<file path="src/rtl/writeptr_full.sv">
// writeptr_full: write-domain pointer and full-flag generator for the
// dual-clock FIFO. Holds the binary write address and the Gray write pointer.
// Compares the pointer against the read pointer after it has been
// synchronised into wclk, and produces registered full and sticky overflow
// flags.
// Optional build macro WPTR_LEVEL_EN adds the fill level (wlevel) and the
// almost-full flag (walmost_full). Without the macro both outputs are tied
// to 0.
module writeptr_full #(
   parameter int ADDRSIZE     = 4,
   parameter int AFULL_THRESH = 2
) (
   input  logic                wclk,
   input  logic                wrst,
   input  logic                winc,
   input  logic [ADDRSIZE:0]   wq2_rptr,
   output logic [ADDRSIZE-1:0] waddr,
   output logic [ADDRSIZE:0]   wptr,
   output logic                wfull,
   output logic                walmost_full,
   output logic [ADDRSIZE:0]   wlevel,
   output logic                woverflow
);

   logic [ADDRSIZE:0] wbin;
   logic [ADDRSIZE:0] wbinnext;
   logic [ADDRSIZE:0] wgraynext;
   logic              wen;
   logic              wfull_val;

   assign wen       = winc & ~wfull;
   assign wbinnext  = wbin + {{ADDRSIZE{1'b0}}, wen};
   assign wgraynext = (wbinnext >> 1) ^ wbinnext;
   assign waddr     = wbin[ADDRSIZE-1:0];

   // The FIFO is full when the write pointer is one lap ahead of the read
   // pointer. In Gray code, one lap ahead means the top two bits are
   // inverted and the remaining bits are equal.
   assign wfull_val = (wgraynext ==
                       {~wq2_rptr[ADDRSIZE:ADDRSIZE-1], wq2_rptr[ADDRSIZE-2:0]});

   // Pointer, full and sticky overflow registers. A write while full is
   // dropped, so the pointers hold their values.
   always_ff @(posedge wclk) begin
      if (wrst) begin
         wbin      <= '0;
         wptr      <= '0;
         wfull     <= 1'b0;
         woverflow <= 1'b0;
      end else begin
         wbin      <= wbinnext;
         wptr      <= wgraynext;
         wfull     <= wfull_val;
         woverflow <= woverflow | (winc & wfull);
      end
   end

`ifdef WPTR_LEVEL_EN
   localparam int                DEPTH     = 1 << ADDRSIZE;
   localparam logic [ADDRSIZE:0] AFULL_LVL = (ADDRSIZE+1)'(DEPTH - AFULL_THRESH);

   logic [ADDRSIZE:0] rbin_s;
   logic [ADDRSIZE:0] wdiff;

   // Gray-to-binary: each binary bit is the XOR of all Gray bits at and
   // above its position.
   always_comb begin
      rbin_s = '0;
      for (int i = 0; i <= ADDRSIZE; i++) begin
         rbin_s[i] = ^(wq2_rptr >> i);
      end
   end

   assign wdiff = wbinnext - rbin_s;

   // Level and almost-full registers. They use the same timing as wfull.
   always_ff @(posedge wclk) begin
      if (wrst) begin
         wlevel       <= '0;
         walmost_full <= 1'b0;
      end else begin
         wlevel       <= wdiff;
         walmost_full <= (wdiff >= AFULL_LVL);
      end
   end
`else
   assign wlevel       = '0;
   assign walmost_full = 1'b0;
`endif

endmodule

</file>
<file path="config.mk">
export PLATFORM = sky130hd
export DESIGN_NAME = writeptr_full
export DESIGN_NICKNAME = d
export VERILOG_FILES = /design/src/rtl/writeptr_full.sv
export SDC_FILE = /design/constraint.sdc
export NUM_CORES = 1
export LEC_CHECK = 0
export ABC_AREA = 1
export CAP_MARGIN = 20
export CORE_ASPECT_RATIO = 1.2
export CORE_MARGIN = 10
export CORE_UTILIZATION = 37
export DETAILED_ROUTE_END_ITERATION = 10
export GPL_ROUTABILITY_DRIVEN = 0
export HOLD_SLACK_MARGIN = 0.05
export PLACE_DENSITY = 0.84
export SLEW_MARGIN = 20
export SYNTH_ARGS = -nofsm -noshare
export SYNTH_HDL_FRONTEND = slang
export SYNTH_SLANG_ARGS = --single-unit
</file>
<file path="constraint.sdc">
create_clock -name wclk -period 1.8 [get_ports wclk]
set_input_delay 0.54 -clock wclk [delete_from_list [all_inputs] [get_ports wclk]]
set_output_delay 0.54 -clock wclk [all_outputs]
set_load 0.05 [all_outputs]
</file>
==> impl_metrics.ini <==
[cts]
worstSkewPairLatency_ns = 0.27
cts_root_buf = clkbuf_4
cts_buffers = 3
cts-hold-fix-buffers = 0
clk_pin_slew_worst_paths_ns = 0.07
cts.path.max_buffers = 2
cts_max_level = 1
numClockSinks = 11
cts_tree = built

[sta]
drv_slew = 0
final-hold-violation-count = 0
hold_ws_ns = 0.496
finalClockSkew_ns = 0.00278
post-route-min-period_ns = 1.66
timing.final.ws_setup_ns = 0.145
min_period_over_period_pct = 92.0
setup_viol = 0
fmax_mhz = 604

[route]
drc_errors = 0
routedWlPerCell_um = 11.9
postRouteAntennaNets = 0
routed_via_density = 4.80
num_vias = 663
drt_iter0_drc = 12
wl_um = 1640
first_pass_iters = 4

[place]
place_hpwl_um = 1290
io_buffer_count = 18
dpl.cell_count = 133
dp_slack_ns = -0.571

[layout]
fin_nets = 131
drive_gt1_share_pct = 35.0
instances_no_fill = 138
postLayoutCoreUtil_pct = 58.5
layout-area-overhead-vs-synth_pct = 50.4
diodes = 0

[global_route]
grt_pass1_wl_um = 2840
grt-ovfl-total = 0
grt.total_usage_pct = 8.99
grt_pass1_vias = 709
antenna_found_initial = 0
grt_max_degree = 10

[worst_setup_path]
required_ns = 2.01
crit_buf_inv = 3
crit_family = simple AND/OR/NAND/NOR gates
cp_max_fo = 5
regToRegSetupSlack_ns = 0.18
max_stage_delay_ns = 0.23
arrival_ns = 1.87
crit_type = in2reg
cpMostUsedCell = nand2_1
crit_chain = clkbuf_2 > inv_1 > nor2_1 > ha_2 > ha_4 > inv_2 > nand2_4 > nand2_4 > nand2_2 > nand2_1 > nand2_1 > nand2_1 > nor2_1 > nand2_1 > nor2_2
cp-end-kind = flop
slowest_stage = ha_2
worstSetupStartpointType = input pin

[logic_synthesis]
synthTopCellsByArea = dfxtp_1 (35%), nand2_1 (15%), buf_4 (7.1%), nand3_1 (6.3%), nor2_1 (6.0%)
ys.warnings.count = 0
syn_avg_cell_area_um2 = 6.78
synth_top_cell_by_area = dfxtp_1
synthCells = 93
yosysSeqAreaShare_pct = 34.9
syn_area_um2 = 631
synth_top_area_share_pct = 34.9
ys_ff_latch = 11
synth.distinct_cells = 18

[power]
powerDensity_mw_per_mm2 = 700
finalPower_mw = 0.664
p_leak_nw = 0.473
seq_power_share_pct = 40.2
swShare_pct = 35.3
p_int_mw = 0.429
ir_drop_v = 0.000367
p_comb_share_pct = 33.7
power_switching_mw = 0.235
clkPwrFrac_pct = 26.2

[floorplan]
core_region_area_mm2 = 0.00162
rows = 16
die_area_mm2 = 0.00376
boundaryPins = 25
start_util_pct = 38.9
die_h_um = 65.2
die_w_um = 57.7

[run_status]
status = finished clean

[run]
drv_cap = 0

[min_path]
min_path_type = reg2reg
metal layers:
layer | wire length [µm] | GRT usage [%] | vias up | share of wire, %
met3 | 126 | 3.46 | 7 | 7.7
met2 | 836 | 15.3 | 24 | 51
li1 | - | - | 334 | -
met1 | 619 | 8.71 | 298 | 38
met4 | 57 | 6.18 | 0 | 3.5
met5 | 0 | 0 | - | 0
cell families after synthesis:
group	after synthesis	share of synthesized area, %
other cells	1	0.595
simple gates	56	41.3
buf+inv	19	16.1
flops	11	34.9
fa+ha+maj	2	3.97
compound gates	4	3.17
synth_stat cells:
cell	n
buf_6	1
nor2_2	1
nand2_2	4
buf_4	6
inv_1	9
nand2_1	25
conb_1	1
nor2_1	10
nand2_4	1
nand4_1	4
nand3b_1	2
dfxtp_1	11
nand3_1	8
ha_1	2
clkbuf_1	1
and3_1	1
inv_2	2
a21oi_1	4
cell usage in the layout, fill, tap and decap left out, drive strengths merged:
| master | Yosys | routed |
|---|---|---|
| nand3b | 2 | 2 |
| nand3 | 8 | 8 |
| a21oi | 4 | 4 |
| clkdlybuf4s50 | 0 | 6 |
| and3 | 1 | 1 |
| buf | 7 | 19 |
| nand2 | 30 | 30 |
| conb | 1 | 6 |
| nor2 | 11 | 11 |
| ha | 2 | 2 |
| nand4 | 4 | 4 |
| dfxtp | 11 | 11 |
| inv | 11 | 11 |
| clkbuf | 1 | 5 |
metrics by stage:
step	cell area (µm²)	setup TNS (ns)
after global placement	870	-2.15
after global routing	948	-0.00196
after floorplan	652	0
after detailed placement	870	-2.67
after CTS	945	0
final	948	0
worst reg2reg max path, stage by stage, from the launching register on:
cell and delay (ns):
dfxtp_2 0.33, nor2_1 0.11, ha_2 0.23, ha_4 0.19
inv_2 0.05, nand2_4 0.08, nand2_4 0.06, nand2_2 0.08
nand2_1 0.05, nand2_1 0.05, nand2_1 0.05, nor2_1 0.10
nand2_1 0.07, nor2_2 0.09
state kept, by name, indices dropped and copies added, names as in the netlist:
register   count
wfull          1
wbin           4
wptr           5
woverflow      1
path summary, 6_finish.rpt:
kind | from | end | cells past startpoint
setup reg to reg | wfull$_SDFF_PP0_ | wfull$_SDFF_PP0_ | 13
setup / recovery | winc | wfull$_SDFF_PP0_ | 15
hold reg to reg | woverflow$_SDFF_PP0_ | woverflow$_SDFF_PP0_ | 2
hold / removal | woverflow$_SDFF_PP0_ | woverflow$_SDFF_PP0_ | 2
area by class of cell:
class / instances / area, µm²
fillers: 153 / 673
well taps: 18 / 22.5
flip-flops and latches: 11 / 223
repair buffers: 26 / 258
clock buffers: 4 / 26.3
multi-input cells: 68 / 375
inverters: 11 / 43.8
repair_timing:
item	in CTS	in global routing
setup buffers	1	0
gates cloned	0	0
endpoints found under the hold margin	0	0
pin swaps	9	8
resized for setup	12	4
endpoints found under the setup margin	4	1
power groups by stage:
stage	Sequential (mW)	Combinational (mW)	Clock, mW
2_1_floorplan	0.313	0.0959	0
3_3_place_gp	0.271	0.197	0
3_5_place_dp	0.271	0.199	0
4_1_cts	0.267	0.217	0.173
5_1_grt	0.269	0.241	0.190
6_report	0.267	0.224	0.174
Power figures use the tool's default switching activity.
